## config.mk

```make
export PLATFORM = sky130hd
export DESIGN_NAME = dsi_line_fetch
export DESIGN_NICKNAME = d
export VERILOG_FILES = /design/src/rtl/dsi_line_fetch_pkg.sv /design/src/rtl/dsi_line_fetch_out_reg.sv /design/src/rtl/dsi_line_fetch.sv
export SDC_FILE = /design/constraint.sdc
export NUM_CORES = 1
export LEC_CHECK = 0
export BUFFER_PORTS_ARGS = -buffer_cell sky130_fd_sc_hd__buf_2
export CAP_MARGIN = 40
export CORE_ASPECT_RATIO = 0.6
export CORE_MARGIN = 2
export CORE_UTILIZATION = 45
export DETAILED_ROUTE_END_ITERATION = 10
export PLACE_DENSITY = 0.73
export SYNTH_ARGS = -nofsm -noshare
export SYNTH_HDL_FRONTEND = slang
export SYNTH_SLANG_ARGS = --single-unit
```

## constraint.sdc

```tcl
create_clock -name r_clk -period 3.21 [get_ports r_clk]
set_clock_uncertainty 0.1 [all_clocks]
set_input_delay 0.642 -clock r_clk [delete_from_list [all_inputs] [get_ports r_clk]]
set_output_delay 0.642 -clock r_clk [all_outputs]
set_load 0.01 [all_outputs]
```

## src/rtl/dsi_line_fetch_pkg.sv

```systemverilog
// Shared types and elaboration helpers for the DSI line-fetch controller.
package dsi_line_fetch_pkg;

    typedef enum logic [1:0] {
        StIdle,
        StStream,
        StPad,
        StDrain
    } fetch_state_e;

    // Bits needed to hold values 0..value-1 (minimum 1).
    function automatic int unsigned bits_for(input int unsigned value);
        int unsigned width;
        width = 0;
        while ((64'd1 << width) < 64'(value)) begin
            width++;
        end
        return (width == 0) ? 1 : width;
    endfunction

endpackage

```

## src/rtl/dsi_line_fetch_out_reg.sv

```systemverilog
// One-entry valid/ready output register: loads when slot is free, holds under back-pressure.
module dsi_line_fetch_out_reg #(
    parameter int unsigned DW   = 24,
    parameter logic [DW-1:0] FILL = '0
) (
    input  logic          clk_i,
    input  logic          rst_i,
    input  logic          load_i,
    input  logic [DW-1:0] load_data_i,
    input  logic          load_last_i,
    input  logic          ready_i,
    output logic          valid_o,
    output logic [DW-1:0] data_o,
    output logic          last_o,
    output logic          slot_o
);

    logic          valid_q;
    logic [DW-1:0] data_q;
    logic          last_q;

    always_ff @(posedge clk_i) begin
        if (rst_i) begin
            valid_q <= 1'b0;
            data_q  <= FILL;
            last_q  <= 1'b0;
        end else if (load_i) begin
            valid_q <= 1'b1;
            data_q  <= load_data_i;
            last_q  <= load_last_i;
        end else if (ready_i) begin
            valid_q <= 1'b0;
            last_q  <= 1'b0;
        end
    end

    assign slot_o  = !valid_q || ready_i;
    assign valid_o = valid_q;
    assign data_o  = data_q;
    assign last_o  = last_q;

endmodule

```

## src/rtl/dsi_line_fetch.sv

```systemverilog
// Pops one H_ACTIVE-word line from an FWFT FIFO per line_start, padding with FILL on starvation.
module dsi_line_fetch
    import dsi_line_fetch_pkg::*;
#(
    parameter int unsigned   DW       = 24,
    parameter int unsigned   H_ACTIVE = 480,
    parameter int unsigned   CW       = 12,
    parameter int unsigned   WAIT_MAX = 255,
    parameter logic [DW-1:0] FILL     = '0
) (
    input  logic          r_clk,
    input  logic          r_rst,
    input  logic          line_start,
    output logic          line_busy,
    output logic          line_done,
    input  logic [DW-1:0] fifo_rdata,
    input  logic          fifo_empty,
    output logic          fifo_re,
    output logic [DW-1:0] out_data,
    output logic          out_valid,
    output logic          out_last,
    input  logic          out_ready,
    output logic          underflow,
    output logic          overrun,
    input  logic          err_clr,
    output logic [CW-1:0] pix_cnt
);

    localparam int unsigned   SW       = bits_for(WAIT_MAX + 1);
    localparam logic [CW-1:0] LastIdx  = CW'(H_ACTIVE - 1);
    localparam logic [SW-1:0] StallLim = SW'(WAIT_MAX - 1);

    if (bits_for(H_ACTIVE + 1) > CW) begin : g_cw_too_narrow
        $error("dsi_line_fetch: CW too narrow to count H_ACTIVE words");
    end

    fetch_state_e  state_q, state_d;
    logic [CW-1:0] pix_cnt_q, pix_cnt_d;
    logic [SW-1:0] stall_q, stall_d;
    logic          underflow_q, underflow_d;
    logic          overrun_q, overrun_d;
    logic          done_q, done_d;

    logic          fifo_pop;
    logic          uf_set;
    logic          load;
    logic [DW-1:0] load_data;
    logic          load_last;
    logic          slot;

    always_comb begin
        state_d   = state_q;
        pix_cnt_d = pix_cnt_q;
        stall_d   = stall_q;
        fifo_pop  = 1'b0;
        uf_set    = 1'b0;
        load      = 1'b0;
        load_data = FILL;
        load_last = (pix_cnt_q == LastIdx);
        done_d    = 1'b0;

        unique case (state_q)
            StIdle: begin
                if (line_start) begin
                    state_d   = StStream;
                    pix_cnt_d = '0;
                    stall_d   = '0;
                end
            end
            StStream: begin
                if (slot && !fifo_empty) begin
                    fifo_pop  = 1'b1;
                    load      = 1'b1;
                    load_data = fifo_rdata;
                    pix_cnt_d = pix_cnt_q + 1'b1;
                    stall_d   = '0;
                    if (pix_cnt_q == LastIdx) begin
                        state_d = StDrain;
                    end
                end else if (slot) begin
                    // Only cycles where a word could have been taken count as starved.
                    stall_d = stall_q + 1'b1;
                    if (stall_q == StallLim) begin
                        state_d = StPad;
                        uf_set  = 1'b1;
                    end
                end
            end
            StPad: begin
                if (slot) begin
                    load      = 1'b1;
                    pix_cnt_d = pix_cnt_q + 1'b1;
                    if (pix_cnt_q == LastIdx) begin
                        state_d = StDrain;
                    end
                end
            end
            StDrain: begin
                if (out_valid && out_ready) begin
                    state_d = StIdle;
                    done_d  = 1'b1;
                end
            end
            default: state_d = StIdle;
        endcase

        // A set in the same cycle as err_clr wins.
        underflow_d = uf_set || (underflow_q && !err_clr);
        overrun_d   = (line_start && (state_q != StIdle)) || (overrun_q && !err_clr);
    end

    always_ff @(posedge r_clk) begin
        if (r_rst) begin
            state_q     <= StIdle;
            pix_cnt_q   <= '0;
            stall_q     <= '0;
            underflow_q <= 1'b0;
            overrun_q   <= 1'b0;
            done_q      <= 1'b0;
        end else begin
            state_q     <= state_d;
            pix_cnt_q   <= pix_cnt_d;
            stall_q     <= stall_d;
            underflow_q <= underflow_d;
            overrun_q   <= overrun_d;
            done_q      <= done_d;
        end
    end

    dsi_line_fetch_out_reg #(
        .DW   (DW),
        .FILL (FILL)
    ) u_out_reg (
        .clk_i       (r_clk),
        .rst_i       (r_rst),
        .load_i      (load),
        .load_data_i (load_data),
        .load_last_i (load_last),
        .ready_i     (out_ready),
        .valid_o     (out_valid),
        .data_o      (out_data),
        .last_o      (out_last),
        .slot_o      (slot)
    );

    // Never pop during reset so an aborted line leaves the FIFO intact.
    assign fifo_re   = fifo_pop && !r_rst;
    assign line_busy = (state_q != StIdle);
    assign line_done = done_q;
    assign underflow = underflow_q;
    assign overrun   = overrun_q;
    assign pix_cnt   = pix_cnt_q;

endmodule

```

## Word-level counts from Yosys, hierarchy flattened

Cells that the tools add are included.

- Register bits after elaboration: 51

- Add/sub/neg operators: 2
- Eq/ne operators: 11
- Multiplexer cells: 30
- Bitwise logic cells: 1
- Reduce and logical (&&, ||, !) cells: 22

Operators by type and width:

| cell | number |
|---|---|
| $mux 24 | 2 |
| $mux 12 | 3 |
| $pmux 12 s3 | 1 |
| $mux 8 | 3 |
| $pmux 8 s2 | 1 |
| $mux 2 | 7 |
| $add 12x1->12 const B | 1 |
| $eq 12x9->1 const B | 1 |
| $mux 1 | 11 |
| $add 8x1->8 const B | 1 |
| $eq 8x8->1 const B | 1 |
| $ne 2x2->1 const B | 4 |
| $pmux 2 s4 | 1 |
| $logic_and 1x1->1 | 6 |
| $ne 3x3->1 const B | 2 |
| $reduce_bool 2->1 | 3 |
| $reduce_and 5->1 | 1 |
| $eq 2x2->1 const B | 2 |
| $logic_not 1->1 | 4 |
| $reduce_and 4->1 | 1 |
| $logic_or 1x1->1 | 3 |
| $reduce_and 3->1 | 1 |
| $reduce_bool 3->1 | 1 |
| $eq 2x1->1 const B | 1 |
| other kinds (4) | 4 |

## Logic depth before layout (Yosys ltp)

Gate-level depths: netlist of the first run.

- Depth in word-level cells: 6
- Depth in mapped cells: 9

## Cells and area by module

From an unflattened synthesis of the first run, not the netlist that was laid out.

- Cells, all modules: 279
- Area total of the unflattened synthesis: 2498.6 sq um

Modules (own cells, without submodules):

| module | instances | cells an instance | area each (sq um) | sequential area each (sq um) |
|---|---|---|---|---|
| dsi_line_fetch | 1 | 193 | 1576.5 | 500.5 |
| dsi_line_fetch_out_reg | 1 | 86 | 922.1 | 520.5 |

## Least setup slack after synthesis of the first run

OpenSTA, ideal clock, no wires.

- Path kind: input port to output port
- Start: input r_rst
- End: output fifo_re
- Arrival: 1615 ps
- Required time: 2468 ps
- Path slack: 853 ps
- Stages: 4
- Cell sequence: clkbuf_1 > clkbuf_1 > buf_1 > nor2_1

- Longest elaborated chain between the ends: 2

Ends and longest elaborated chain:

| element | line | RTL |
|---|---|---|
| start, declared | dsi_line_fetch.sv:12 | `input logic r_rst,` |
| $logic_not 1->1 | dsi_line_fetch.sv:147 | `assign fifo_re = fifo_pop && !r_rst;` |
| $logic_and 1x1->1 | dsi_line_fetch.sv:147 |  |
| end, declared | dsi_line_fetch.sv:18 | `output logic fifo_re,` |

Every way passes these cells.

## Worst setup path in the final report of the first run

- Start: register state_q[1]
- End: output fifo_re

- Longest elaborated chain between the ends: 3

Ends and longest elaborated chain:

| element | line | RTL |
|---|---|---|
| start, declared | dsi_line_fetch.sv:37 | `fetch_state_e state_q, state_d;` |
| start signal, assigned | dsi_line_fetch.sv:114 | `state_q <= StIdle;` |
| start signal, assigned | dsi_line_fetch.sv:121 | `state_q <= state_d;` |
| $eq 2x1->1 | dsi_line_fetch.sv:62 | `unique case (state_q)` |
| $mux 1 | dsi_line_fetch.sv:62 |  |
| $logic_and 1x1->1 | dsi_line_fetch.sv:147 |  |

Every way passes these cells.

==> flow_summary.json, run 1 <==
{
  "crit_type": "register to primary output",
  "max_slew.worst_pin.slew_ns": 0.912,
  "end_kind": "primary output",
  "maxCapViolations": 0,
  "antenna_found_initial": 0,
  "htreeDepth": 2,
  "post-route-period-util_pct": 79.9,
  "postCtsHoldBufs": 0,
  "grt_pass1_vias": 2091,
  "setup_tns_ns": 0,
  "clockRootBuffer": "clkbuf_8",
  "worstPathCellList": "inv_1 > ha_1 > nor2b_1 > nand2_1 > nor2_1 > buf_2",
  "syn_area_um2": 2410,
  "fin_nets": 365,
  "die_h_um": 60.7,
  "avgSynthCellArea_um2": 9.26,
  "track_usage_pct": 20.4,
  "cts_resized": 0,
  "cp_max_fo": 9,
  "ioPinCount": 73,
  "cp-start-kind": "register",
  "via_per_inst": 5.55,
  "drc_errors": 0,
  "pwr-share-comb_pct": 40.0,
  "hp-class": "register to register",
  "hold_violations": 0,
  "ys.flop_type": "dfxtp_1",
  "synth_edf_count": 0,
  "switching_share_pct": 38.4,
  "synthArstFlopShare_pct": 0,
  "netlist_instances": 260,
  "worstPathArrival_ns": 1.82,
  "num_rows": 20,
  "slowest_delay_ns": 0.39,
  "power_leakage_uw": 0.00120,
  "ys_warn_count": 0,
  "syn2layout_area_growth_pct": 19.6,
  "drt_iter0_drc": 182,
  "rsz0062_at_grt": "no",
  "period_minus_slack_ns": 2.56,
  "finalWorstSetupSlack_ns": 0.647,
  "syn_nets": 298,
  "required_ns": 2.47,
  "crit_path_top_delay_cell": "ha_1",
  "placed_area_um2": 2790,
  "status": "completed",
  "cts_buffer_depth": 2,
  "dp_worst_setup_slack_ns": 0.999,
  "tritoncts": "yes",
  "synth_cell_types": 54,
  "grt_pass1_wl_um": 9830,
  "fp.coreArea_um2": 5100,
  "irDropWorstVdd_mv": 0.290,
  "die-area_um2": 5970,
  "final_common_cell": "buf_2",
  "clock.fmax_ghz": 0.390,
  "clockPowerShare_pct": 19.8,
  "fp.dieW_um": 98.4,
  "slew-limit-headroom_pct": 39.1,
  "cpLargestDelayFamily": "simple AND/OR/NAND/NOR gates",
  "p_per_area_nw_per_um2": 635,
  "drt-pass1-iter-count": 4,
  "wl_per_cell_um": 15.0,
  "synth_top_area_cell": "dfxtp_1",
  "report.final.slew_viol_count": 0,
  "cts_buffers": 5,
  "p_seq_share_pct": 40.2,
  "finish.instance_area_um2": 2880,
  "place_congestion": 0.844,
  "vias": 2187,
  "most-common-layout-cells": "buf_2, dfxtp_1, nor2_1",
  "cp_num_buf_inv": 2,
  "power.internal_uw": 1130,
  "initial_core_util_pct": 47.2,
  "cts_sinks": 51,
  "switching_power_uw": 702,
  "post-synth-top-area-fraction_pct": 42.4,
  "wirelength_um": 5920,
  "diodes": 0,
  "drive_above_1_share_pct": 29.3,
  "postRouteAntennaNets": 0,
  "grt_start_max_net_pins": 28,
  "cts_setup_buffers": 0,
  "synth-seq-cells": 51,
  "io_buffers": 72,
  "hpwl_um": 4210,
  "yosysSeqAreaShare_pct": 42.4,
  "clk_latency_ns": 0.29,
  "synth.area.top_cells": "dfxtp_1, a22oi_1, nor2_1",
  "clkSlewWorstSetupHoldPaths_ns": 0.09,
  "grt_overflow": 0,
  "setup_viol": 0
}
-- worst reg2reg max path, delay by kind of cell (launching register included) --
family	cells	cell delay, ns
flip-flops	1	0.42
AO/OA/AOI/OAI	1	0.12
adder cells (fa/ha/maj)	1	0.63
AND/OR/NAND/NOR	2	0.50
buffers and inverters	2	0.39
-- power by group through the flow --
stage	registers (uW)	logic, uW	clock network [uW]
after floorplan	754	554	0
after global placement	745	712	0
after detailed placement	746	723	0
after CTS	733	723	372
after global routing	743	800	402
final	734	731	362
-- routing by layer --
metal | global-route usage, % | vias up | wire length, um
met2 | 29.9 | 90 | 2410
met4 | 3.52 | 0 | 0
met1 | 29.5 | 997 | 2970
met3 | 7.14 | 0 | 543
li1 | - | 1100 | -
met5 | 0 | - | 0
-- final timing paths --
kind,startpoint,end,slack [ns],cells past startpoint
max,state_q[1],fifo_re,0.65,6
min,underflow,underflow,0.36,2
max reg2reg,state_q[0],u_out_reg.data_o[7],0.98,6
min reg2reg,underflow,underflow,0.36,2
-- registers in the layout (all words and copies together) (netlist names) --
signal and cells:
u_out_reg.last_o 1, stall_q 8, u_out_reg.valid_o 1, pix_cnt 12
overrun 1, u_out_reg.data_o 24, line_done 1, state_q 2
underflow 1
-- synthesized netlist by cell type, drive strengths merged (2+ instances only) --
| library cell | count |
|---|---|
| a22oi | 25 |
| ha | 8 |
| and3 | 6 |
| nand4 | 6 |
| clkbuf | 5 |
| a211oi | 9 |
| nor2 | 37 |
| and4 | 3 |
| nand4b | 3 |
| inv | 9 |
| o21ai | 6 |
| o311ai | 5 |
| buf | 10 |
| or3 | 5 |
| a21o | 3 |
| o32ai | 6 |
| o211ai | 2 |
| nand2b | 2 |
| and2 | 4 |
| nor2b | 3 |
| nand3 | 10 |
| or2 | 3 |
| o41ai | 3 |
| dfxtp | 51 |
| nand2 | 9 |
| xor2 | 4 |
| nand3b | 3 |
| a21oi | 8 |
-- layout make-up --
class / count / area (um2)
clock inverter: 2 / 12.5
multi-input combinational: 184 / 1270
clock buffer: 6 / 72.6
tap: 66 / 82.6
sequential: 51 / 1020
inverter: 10 / 37.5
timing repair buffer: 75 / 383
fill: 483 / 2230
-- cells by family (layout without fill, tap and decap cells) --
| kind of cell | Yosys count | in the layout | synth area share (%) |
|---|---|---|---|
| XOR/XNOR | 5 | 5 | 1.82 |
| AND/OR/NAND/NOR | 98 | 98 | 22.2 |
| AO/OA/AOI/OAI | 72 | 72 | 23.9 |
| buffers and inverters | 25 | 93 | 4.83 |
| multiplexers | 1 | 1 | 0.624 |
| flip-flops | 51 | 51 | 42.4 |
| adder cells (fa/ha/maj) | 8 | 8 | 4.16 |
-- stage by stage --
stage	power [uW]	utilization (%)	cells	hold slack [ns]
finish	1830	56.4	394	0.357
global route	1950	56.4	394	0.403
CTS	1830	56.4	394	0.366
detailed placement	1470	54.7	386	0.348
global placement	1460	54.7	386	0.348
floorplan	1310	-	260	0.376
No activity file was read; power rests on OpenSTA's default activity.
==> run 2: changes to the inputs <==
clock period = 2.45 ns   (was 3.21 ns; I/O delays follow)
==> flow_summary.json, run 2 (synthesis gave the netlist of run 1 again) <==
{
  "status": "completed",
  "clockPowerShare_pct": 19.7,
  "cts_buffers": 5,
  "slew-limit-headroom_pct": 44.2,
  "p_seq_share_pct": 39.5,
  "reg2reg_from": "state_q[1]",
  "power.internal_uw": 1510,
  "pwr-share-comb_pct": 40.8,
  "cp_max_fo": 5,
  "antenna_found_initial": 0,
  "track_usage_pct": 20.1,
  "finalNonFillerCells": 397,
  "holdPathStages": 3,
  "r2r-end": "u_out_reg.data_o[18]",
  "setup_viol": 0,
  "power_leakage_uw": 0.00122,
  "cts_buffer_depth": 2,
  "postCtsHoldBufs": 0,
  "required_ns": 1.86,
  "rsz0062_at_grt": "no",
  "vias": 2228,
  "fin_nets": 368,
  "grt_pass1_wl_um": 9620,
  "tritoncts": "yes",
  "drt_iter0_drc": 156,
  "report.final.slew_viol_count": 0,
  "cts_setup_buffers": 0,
  "postRouteAntennaNets": 0,
  "diodes": 0,
  "htreeDepth": 2,
  "reg2reg_depth": 6,
  "hold_violations": 0,
  "hpwl_um": 4270,
  "initial_core_util_pct": 47.2,
  "hold_end": "u_out_reg.data_o[21]",
  "r2r_slack_ns": 0.29,
  "grt_start_max_net_pins": 25,
  "die_h_um": 60.7,
  "maxCapViolations": 0,
  "fp.coreArea_um2": 5100,
  "wirelength_um": 5830,
  "drt-pass1-iter-count": 5,
  "hp-start": "fifo_rdata[21]",
  "cts_resized": 0,
  "cts_sinks": 51,
  "switching_share_pct": 38.1,
  "switching_power_uw": 925,
  "ioPinCount": 73,
  "die-area_um2": 5970,
  "end_kind": "primary output",
  "clockRootBuffer": "clkbuf_8",
  "setup_tns_ns": 0,
  "hp-class": "input port to register",
  "num_rows": 20,
  "io_buffers": 72,
  "worstPathArrival_ns": 1.61,
  "fp.dieW_um": 98.4,
  "final_common_cell": "buf_2",
  "clock.fmax_ghz": 0.454,
  "drive_above_1_share_pct": 30.2,
  "place_congestion": 0.811,
  "post-route-period-util_pct": 89.9,
  "via_per_inst": 5.61,
  "wl_per_cell_um": 14.7,
  "irDropWorstVdd_mv": 0.423,
  "grt_pass1_vias": 2033,
  "cp-start-kind": "register",
  "crit_type": "register to primary output",
  "period_minus_slack_ns": 2.20,
  "syn2layout_area_growth_pct": 20.7,
  "whs_ns": 0.330,
  "grt_overflow": 0,
  "clkSlewWorstSetupHoldPaths_ns": 0.10,
  "clk_latency_ns": 0.30,
  "p_per_area_nw_per_um2": 837,
  "max_slew.worst_pin.slew_ns": 0.836,
  "most-common-layout-cells": "buf_2, dfxtp_1, nor2_1",
  "largest_reg_flops": 24,
  "drc_errors": 0,
  "dp_cells": 389
}
[run 2: cell types whose count changed in the layout (fill, tap and decap cells not counted), sizes merged]
cell / delta
buf: +3
clkbuf: -1
clkinvlp: +1
[run 2: metal layers]
layer | global-route usage, % | routed length (um) | up-vias
met4 | 2.94 | 14 | 0
met3 | 8.64 | 614 | 2
li1 | - | - | 1108
met2 | 29.3 | 2320 | 85
met1 | 28.3 | 2880 | 1033
met5 | 0 | 0 | -
[run 2: cell type report]
cell class                      instances  area, um2
Multi-Input combinational cell        184       1270
Clock inverter                          3       20.0
Clock buffer                            5       68.8
Tap cell                               66       82.6
Sequential cell                        51       1020
Fill cell                             490       2200
Inverter                               10       37.5
Timing Repair Buffer                   78        405
[run 2: worst max-delay path: stages (launching register included)]
cell and delay, ns:
dfxtp_1 0.36, inv_1 0.12, ha_1 0.17, nor2b_1 0.26, nand2_1 0.15, nor2_1 0.11, buf_2 0.15
[run 2: how the worst max path moves through the flow]
stage	endpoint	depth (start not counted)	slack [ns]	startpoint
after CTS	fifo_re	6	0.25	state_q[1]
after detailed placement	u_out_reg.data_o[18]	6	0.31	state_q[1]
after global routing	u_out_reg.data_o[5]	6	0.06	state_q[1]
after floorplan	fifo_re	4	0.40	r_rst
after global placement	u_out_reg.data_o[23]	5	0.38	fifo_empty
final	fifo_re	6	0.25	state_q[1]
[run 2: per-stage QoR]
stage                     setup WS (ns)  cell area (um2)  power (uW)  util, %
final                             0.248             2910        2430     56.9
after global routing             0.0631             2910        2600     56.9
after CTS                         0.246             2910        2440     56.9
after detailed placement          0.308             2820        1960     55.2
after global placement            0.383             2820        1940     55.2
after floorplan                   0.397             2410        1710        -
[run 2: power groups by stage]
stage / sequential [uW] / combinational (uW) / clock [uW]
after floorplan: 988 / 726 / 0
after global placement: 977 / 966 / 0
after detailed placement: 978 / 986 / 0
after CTS: 961 / 988 / 493
after global routing: 973 / 1100 / 528
final: 961 / 991 / 478
